**src/rtl/cpu7_ifu_fcl_pkg.sv**
```systemverilog
// Shared fetch-control definitions: FSM state encodings and the
// pc_bf mux select indices also used by the fetch datapath.
package cpu7_ifu_fcl_pkg;

  typedef enum logic [1:0] {
    FCL_ST_INIT  = 2'd0,
    FCL_ST_RUN   = 2'd1,
    FCL_ST_DRAIN = 2'd2
  } fcl_state_e;

  localparam int PCBF_SEL_INIT  = 0;
  localparam int PCBF_SEL_OLD   = 1;
  localparam int PCBF_SEL_PCINC = 2;
  localparam int PCBF_SEL_BRPC  = 3;
  localparam int PCBF_SEL_N     = 4;

endpackage

```
**src/rtl/cpu7_ifu_fcl_cnt.sv**
```systemverilog
// Saturation-checked up/down counter with load, used for the
// outstanding-fetch and stale-drop counts.
module cpu7_ifu_fcl_cnt #(
  parameter int W   = 2,
  parameter int MAX = 1
) (
  input  logic         clock,
  input  logic         reset,
  input  logic         inc,
  input  logic         dec,
  input  logic         load,
  input  logic [W-1:0] load_val,
  output logic [W-1:0] cnt
);

  logic [W-1:0] cnt_nxt;

  always_comb begin
    cnt_nxt = cnt;
    if (load)
      cnt_nxt = load_val;
    else if (inc && !dec)
      cnt_nxt = cnt + W'(1);
    else if (dec && !inc)
      cnt_nxt = cnt - W'(1);
  end

  always_ff @(posedge clock or posedge reset) begin
    if (reset)
      cnt <= '0;
    else
      cnt <= cnt_nxt;
  end

  // The counter must never wrap in either direction.
  a_no_ovf: assert property (@(posedge clock) disable iff (reset)
    !(inc && !dec && !load && cnt == W'(MAX)));
  a_no_udf: assert property (@(posedge clock) disable iff (reset)
    !(dec && !inc && !load && cnt == '0));

endmodule

```
**src/rtl/cpu7_ifu_fcl.sv**
```systemverilog
// Fetch control: sequences pc_bf selects, icache requests and the
// fetch->decode valid, discarding responses made stale by branches.
module cpu7_ifu_fcl
  import cpu7_ifu_fcl_pkg::*;
#(
  parameter int MAX_OUTST = 1,
  parameter int CNT_W     = 2
) (
  input  logic clock,
  input  logic reset,
  input  logic inst_addr_ok,
  input  logic inst_valid,
  input  logic br_cancel,
  input  logic exu_ifu_stall_req,
  output logic inst_req,
  output logic inst_cancel,
  output logic fcl_fdp_pcbf_sel_init_bf_l,
  output logic fcl_fdp_pcbf_sel_old_bf_l,
  output logic fcl_fdp_pcbf_sel_pcinc_bf_l,
  output logic fcl_fdp_pcbf_sel_brpc_bf_l,
  output logic fcl_fdp_dec_valid,
  output logic fcl_fdp_pc_f2d_en
);

  fcl_state_e st, st_nxt;

  logic [CNT_W-1:0] oc;
  logic [CNT_W-1:0] dc;
  logic [CNT_W-1:0] dc_ld;
  logic [PCBF_SEL_N-1:0] sel;
  logic live;
  logic br_act;
  logic oc_inc;
  logic oc_dec;
  logic dc_dec;
  logic dc_zero_nxt;
  logic accepted;

  assign live   = (st != FCL_ST_INIT);
  assign br_act = br_cancel & live;

  assign inst_req = live & ~exu_ifu_stall_req &
                    ((oc < CNT_W'(MAX_OUTST)) | inst_valid);
  assign inst_cancel = br_act;

  assign oc_inc = inst_req & inst_addr_ok;
  assign oc_dec = inst_valid & (oc != '0);
  assign dc_dec = inst_valid & (dc != '0) & ~br_act;
  assign dc_ld  = oc - CNT_W'(oc_dec);

  // Whether the drop count will be zero after this edge.
  assign dc_zero_nxt = br_act ? (dc_ld == '0) :
                       ((dc == '0) | ((dc == CNT_W'(1)) & dc_dec));

  assign accepted = inst_valid & (dc == '0) &
                    ~br_cancel & ~exu_ifu_stall_req;

  cpu7_ifu_fcl_cnt #(
    .W   (CNT_W),
    .MAX (MAX_OUTST)
  ) u_oc (
    .clock    (clock),
    .reset    (reset),
    .inc      (oc_inc),
    .dec      (oc_dec),
    .load     (1'b0),
    .load_val ('0),
    .cnt      (oc)
  );

  cpu7_ifu_fcl_cnt #(
    .W   (CNT_W),
    .MAX (MAX_OUTST)
  ) u_dc (
    .clock    (clock),
    .reset    (reset),
    .inc      (1'b0),
    .dec      (dc_dec),
    .load     (br_act),
    .load_val (dc_ld),
    .cnt      (dc)
  );

  always_ff @(posedge clock or posedge reset) begin
    if (reset)
      st <= FCL_ST_INIT;
    else
      st <= st_nxt;
  end

  always_comb begin
    st_nxt = st;
    unique case (st)
      FCL_ST_INIT:  st_nxt = FCL_ST_RUN;
      FCL_ST_RUN:   if (!dc_zero_nxt) st_nxt = FCL_ST_DRAIN;
      FCL_ST_DRAIN: if (dc_zero_nxt) st_nxt = FCL_ST_RUN;
      default:      st_nxt = FCL_ST_INIT;
    endcase
  end

  always_comb begin
    sel = '0;
    priority case (1'b1)
      !live:             sel[PCBF_SEL_INIT]  = 1'b1;
      br_cancel:         sel[PCBF_SEL_BRPC]  = 1'b1;
      exu_ifu_stall_req: sel[PCBF_SEL_OLD]   = 1'b1;
      accepted:          sel[PCBF_SEL_PCINC] = 1'b1;
      default:           sel[PCBF_SEL_OLD]   = 1'b1;
    endcase
  end

  assign fcl_fdp_pcbf_sel_init_bf_l  = ~sel[PCBF_SEL_INIT];
  assign fcl_fdp_pcbf_sel_old_bf_l   = ~sel[PCBF_SEL_OLD];
  assign fcl_fdp_pcbf_sel_pcinc_bf_l = ~sel[PCBF_SEL_PCINC];
  assign fcl_fdp_pcbf_sel_brpc_bf_l  = ~sel[PCBF_SEL_BRPC];

  assign fcl_fdp_dec_valid = accepted & (st == FCL_ST_RUN);
  assign fcl_fdp_pc_f2d_en = fcl_fdp_dec_valid;

  a_sel_onehot: assert property (@(posedge clock) disable iff (reset)
    $onehot(sel));
  a_valid_outst: assert property (@(posedge clock) disable iff (reset)
    !(inst_valid && oc == '0));

endmodule
```
**config.mk**
```make
export PLATFORM = sky130hd
export DESIGN_NAME = cpu7_ifu_fcl
export DESIGN_NICKNAME = d
export VERILOG_FILES = /design/src/rtl/cpu7_ifu_fcl_pkg.sv /design/src/rtl/cpu7_ifu_fcl_cnt.sv /design/src/rtl/cpu7_ifu_fcl.sv
export SDC_FILE = /design/constraint.sdc
export NUM_CORES = 1
export LEC_CHECK = 0
export ABC_AREA = 1
export CORE_UTILIZATION = 30
export CTS_BUF_LIST = sky130_fd_sc_hd__clkbuf_4 sky130_fd_sc_hd__clkbuf_8
export DETAILED_ROUTE_END_ITERATION = 6
export SETUP_SLACK_MARGIN = 0.05
export SYNTH_ARGS = -nofsm -noshare
export SYNTH_HDL_FRONTEND = slang
export SYNTH_SLANG_ARGS = --single-unit
```
**constraint.sdc**
```tcl
create_clock -name clock -period 2.25 [get_ports clock]
set_input_delay 0.3375 -clock clock [delete_from_list [all_inputs] [get_ports clock]]
set_output_delay 0.3375 -clock clock [all_outputs]
set_load 0.05 [all_outputs]
```
; ---- After elaboration in Yosys (flattened, before gate mapping)
; Cells that the tools add are included.
[totals]
regBits = 6
input_bits = 6
output_inout_bits = 8
elab_cells = 64
[classes]
addsub = 4
n_lt_le_gt_ge = 1
eq_ne = 5
muxes = 18
n_bitwise = 20
n_reduce_logical = 13
[op_table]
columns = op, n
row1 = $and A1 B1 Y1, 12
row2 = $mux W2, 6
row3 = $mux W1, 11
row4 = $reduce_bool A2 Y1, 5
row5 = $logic_not A2 Y1, 3
row6 = $not A1 Y1, 6
row7 = $pmux W2 S3, 1
row8 = $eq A2 B1 Y1 const B, 2
row9 = $ne A2 B2 Y1 const B, 2
row10 = $sub A2 B1 Y2 const B, 2
row11 = $add A2 B1 Y2 const B, 1
row12 = $eq A2 B2 Y1 const B, 1
row13 = $logic_and A1 B1 Y1, 2
row14 = $logic_not A1 Y1, 2
row15 = $lt A2 B1 Y1 const B, 1
row16 = $or A1 B1 Y1, 2
row17 = $reduce_and A2 Y1, 1
row18 = $sub A2 B1 Y2, 1

; ---- Logic depth before layout (Yosys ltp)
; Gate-level depths: netlist of the first run.
[depth]
depth_word = 9
depth_mapped = 8
ltp_nobuf = 8

; ---- Cells and area by module
; From an unflattened synthesis of the first run, not the netlist that was laid out.
[unflattened]
hier_cells = 99
hier_area_um2 = 600.6
[modules_own_cells]
columns = mod, n_inst, cells_each, area_per_inst_um2, seq_area_each_um2
row1 = cpu7_ifu_fcl_cnt, 2, 25, 151.4, 50.0
row2 = cpu7_ifu_fcl, 1, 49, 297.8, 50.0

; ---- Worst setup path after synthesis of the first run
; Ideal clock, no wire load.
[synth_timing]
kind = register -> output
start = register u_dc.cnt[0]
end = output fcl_fdp_pc_f2d_en
t_arrival_ns = 2.204
required_time_ns = 1.913
slack_ns = -0.291
path_stages_with_launch = 6
path_buffers = 1
path_cell_list = dfrtp_1 inv_1 ha_1 nand3_1 nor3_1 buf_4
[synth_via]
elab_chain_cells = 5
[synth_rtl]
columns = element, line
row1 = "start, declared", cpu7_ifu_fcl_cnt.sv:13  ; output logic [W-1:0] cnt
row2 = "start signal, assigned", cpu7_ifu_fcl_cnt.sv:32  ; cnt <= cnt_nxt;
row3 = $logic_not A2 Y1, cpu7_ifu_fcl.sv:55  ; assign accepted = inst_valid & (dc == '0) &
row4 = $and A1 B1 Y1 (2 in a row), cpu7_ifu_fcl.sv:55
row5 = $and A1 B1 Y1, cpu7_ifu_fcl.sv:56  ; ~br_cancel & ~exu_ifu_stall_req;
row6 = $and A1 B1 Y1, cpu7_ifu_fcl.sv:117  ; assign fcl_fdp_dec_valid = accepted & (st == FCL_ST_RUN);
row7 = "end, declared", cpu7_ifu_fcl.sv:22  ; output logic fcl_fdp_pc_f2d_en
; Every way passes these cells.

; ---- Worst setup path after layout of the first run
[layout_timing]
start = register st[1]
end = output fcl_fdp_pcbf_sel_init_bf_l
[layout_via]
elab_chain_cells = 1
[layout_rtl]
columns = element, line
row1 = "start, declared", cpu7_ifu_fcl.sv:25  ; fcl_state_e st, st_nxt;
row2 = "start signal, assigned", cpu7_ifu_fcl.sv:88  ; st <= st_nxt;
row3 = $reduce_bool A2 Y1, cpu7_ifu_fcl.sv:39  ; assign live = (st != FCL_ST_INIT);
row4 = "end, declared", cpu7_ifu_fcl.sv:17  ; output logic fcl_fdp_pcbf_sel_init_bf_l,
; Every way passes these cells.

==> impl_metrics.csv, run 1 <==
group,metric,value,unit
worst_setup_path,path_max_fanout,5,
sta,slew_headroom,67.39,%
yosys,synth_compound_area_share,4.835,%
yosys,synth_area_per_cell,8.061,µm²
cts,clk_path_buf_depth,2,
pwr,p_comb_share,68.8,%
yosys,synth_area,491.7,µm²
cts,cts_made_buffers,3,
sta,rsz0062_at_grt,"false",
cts,cts_tree,"done",
cts,postCtsSetupBuffers,0,
routing,antenna_left,0,
routing,post_drt_wl_per_cell,9.413,µm
pwr,leakage,0.3581,nW
worst_setup_path,path_class,"reg2out",
sta,skew,0.005563,ns
pwr,p_int,0.5057,mW
routing,vias,425,
yosys,yosys.area_share.simple,34.10,%
yosys,yosysUniqueCellTypes,22,
global_route,antenna_found_initial,0,
run_status,outcome,"completed",
routing,totalWireLength,866,µm
placement,dp.final_hpwl,776.9,µm
pwr,peakVddDrop,0.4946,mV
final_layout,area_delta_synth_final,46.31,%
sta,fmax,0.5118,GHz
min_path,hold_path.class,"in2async",
sta,hold_violations,0,
worst_setup_path,r2r.worst_path.cells,7,
routing,vias_per_cell,4.620,
yosys,synth_top_family_by_area,"simple AND/OR/NAND/NOR gates",
yosys,yosysSeqAreaShare,30.53,%
sta,drv_slew,0,
die,start_util,32.27,%
worst_setup_path,startpoint,"st[1]",
die,coreArea,0.001524,mm²
placement,io_buffer_count,13,
cts,worstSkewPairLatency,0.24,ns
routing,drtIter0Drc,3,
routing,drcViolationCount,0,
yosys,yosys_warnings,0,
worst_setup_path,timing.rr.end,"u_oc.cnt[0]",
worst_setup_path,crit_required,1.91,ns
final_layout,drive_above_1_share,26.32,%
sta,finalCritPeriodShare,86.84,%
global_route,grt_usage,11.72,%
die,pin_count,14,
global_route,grt_pass1_wl,1.614,mm
sta,period_minus_slack,1.954,ns
yosys,ys_async_sr_fraction,100.0,%
final_layout,fill_cells,146,
yosys,syn-num-nets,73,
pwr,p_clk_share,9.8,%
cts,cts.sinks,6,
cts,postCtsHoldBufs,0,
placement,placed_cells,89,
yosys,synth_xor_area_share,5.344,%
yosys,synth.mux.area_fraction,0,%
final_layout,final_cell_count_no_fill,92,
worst_setup_path,reg2reg_from,"u_oc.cnt[0]",
die,die_area,0.001805,mm²
global_route,grt_start_max_net_pins,7,
pwr,p_seq_share,21.5,%
die,die_w,42.49,µm
final_layout,n_antenna_cell,0,
placement,gp_congestion,0.7451,
global_route,grt_pass1_vias,404,
pwr,powerDensity,1375,mW/mm²
global_route,grt-ovfl-total,0,
yosys,synthTopCellsByCount,"inv_1 (9), nand2_1 (9), dfrtp_1 (6), ha_1 (6), nor2_1 (6)",
yosys,syn_inst,61,
sta,timing.hold.ws,0.3111,ns
cts,clk_pin_slew,0.05,ns
worst_setup_path,arrival,1.62,ns
run,maxCapViolations,0,
routing,wl_met1,389,µm
cts,cts_resized,0,
cts,root_buffer,"clkbuf_4",
cts,ctsHtreeMaxLevel,1,
sta,setup_viol,0,
die,num_rows,14,
routing,routed-wl-met2,425,µm
yosys,synth_edf_count,0,
yosys,yosys.area_share.adder,15.27,%
yosys,synth.area.top_cells,"dfrtp_1 (31%), ha_1 (15%), inv_1 (6.9%), nand2_1 (6.9%), nand2_4 (4.6%)",
worst_setup_path,cp-start-kind,"flip-flop",
yosys,synth-seq-cells,6,
pwr,p_switching,0.4836,mW
sta,worst_slew_pin_slew,0.4876,ns
die,die_h,42.49,µm
yosys,synth_top_area_cell,"dfrtp_1",
yosys,synth_top_area_share,30.53,%
yosys,ys.flop_type,"dfrtp_1",
routing,top_layer_used,"met4",
pwr,netSwitchingFraction,48.88,%
routing,met3RoutedLength,46,µm
final_layout,final_nets,90,
worst_setup_path,r2r_setup_slack,0.66,ns
worst_setup_path,end_kind,"output pin",
routing,dr.pass1.iters,2,
sta,finalSetupTns,0,ns
[final cells by class]
type	count	area [µm²]	area share [%]
Multi-Input combinational cell	43	297.8	41.39
Timing Repair Buffer	13	187.7	26.09
Sequential cell	6	150.1	20.87
Inverter	11	41.29	5.739
Clock buffer	3	22.52	3.130
Tap cell	16	20.02	2.783
[cells by family after synthesis]
logic type / after synthesis
xor gates and xnor gates: 3
AOI/OAI and AO/OA: 4
buffers and inverters: 12
adders and majority gates: 6
and+or+nand+nor: 30
DFF: 6
[worst max path at each step]
stage	to	cells past startpoint	slack, ns
after floorplan	fcl_fdp_pc_f2d_en	5	0.20
after global placement	fcl_fdp_dec_valid	5	0.34
after detailed placement	fcl_fdp_pc_f2d_en	5	0.32
after CTS	fcl_fdp_pcbf_sel_init_bf_l	3	0.28
after global routing	fcl_fdp_pc_f2d_en	5	0.20
final	fcl_fdp_pcbf_sel_init_bf_l	3	0.30
[registers in the layout, indices dropped and copies added, names as in the netlist]
name / cells
u_oc.cnt: 2
u_dc.cnt: 2
st: 2
[power by group through the flow]
stage / logic [mW] / registers, mW / clock network [mW]
after floorplan: 0.497 / 0.208 / 0
after global placement: 0.682 / 0.213 / 0
after detailed placement: 0.692 / 0.214 / 0
after CTS: 0.694 / 0.213 / 0.101
after global routing: 0.767 / 0.218 / 0.110
final: 0.680 / 0.212 / 0.0965
[cell usage in the layout (no fill, tap or decap)]
cell type / instances
a21oi_2: 1
and2_1: 1
buf_12: 6
buf_4: 1
clkbuf_4: 3
clkdlybuf4s50_1: 6
dfrtp_1: 6
ha_1: 6
inv_1: 9
inv_2: 2
nand2_1: 9
nand2_4: 2
nand3_1: 4
nand3_2: 1
nand3b_1: 1
nand4_1: 1
nor2_1: 6
nor2_2: 1
nor2_4: 1
nor3_2: 2
o21ai_1: 3
or2_0: 1
xnor2_1: 2
xor2_1: 1
[per-layer routing]
metal	track usage, %	up-vias
met5	0	-
met4	7.500	0
met3	3.017	2
met2	19.38	12
met1	13.19	189
li1	-	222
[stage by stage]
| stage | power [mW] | instance area, µm² | utilization (%) | setup WS, ns |
|---|---|---|---|---|
| floorplan | 0.7043 | 496.7 | - | 0.1950 |
| global placement | 0.8950 | 696.9 | 45.73 | 0.3396 |
| detailed placement | 0.9062 | 696.9 | 45.73 | 0.3234 |
| CTS | 1.009 | 719.4 | 47.21 | 0.2813 |
| global route | 1.095 | 719.4 | 47.21 | 0.1953 |
| finish | 0.9893 | 719.4 | 47.21 | 0.2960 |
[worst max-delay path, stage by stage (launching register included)]
cell and delay [ns]:
dfrtp_1 0.42, inv_2 0.06, nand2_4 0.09, clkdlybuf4s50_1 0.80
(Power assumes the default switching activity.)
==> run 2: changes to the inputs <==
--- a/config.mk
+++ b/config.mk
@@ -10,6 +10,7 @@
 export CTS_BUF_LIST = sky130_fd_sc_hd__clkbuf_4 sky130_fd_sc_hd__clkbuf_8
 export DETAILED_ROUTE_END_ITERATION = 6
 export SETUP_SLACK_MARGIN = 0.05
+export SKIP_LAST_GASP = 1
 export SYNTH_ARGS = -nofsm -noshare
 export SYNTH_HDL_FRONTEND = slang
 export SYNTH_SLANG_ARGS = --single-unit
==> results of run 2 <==
Final layout, timing and power as in run 1 (identical DEF).
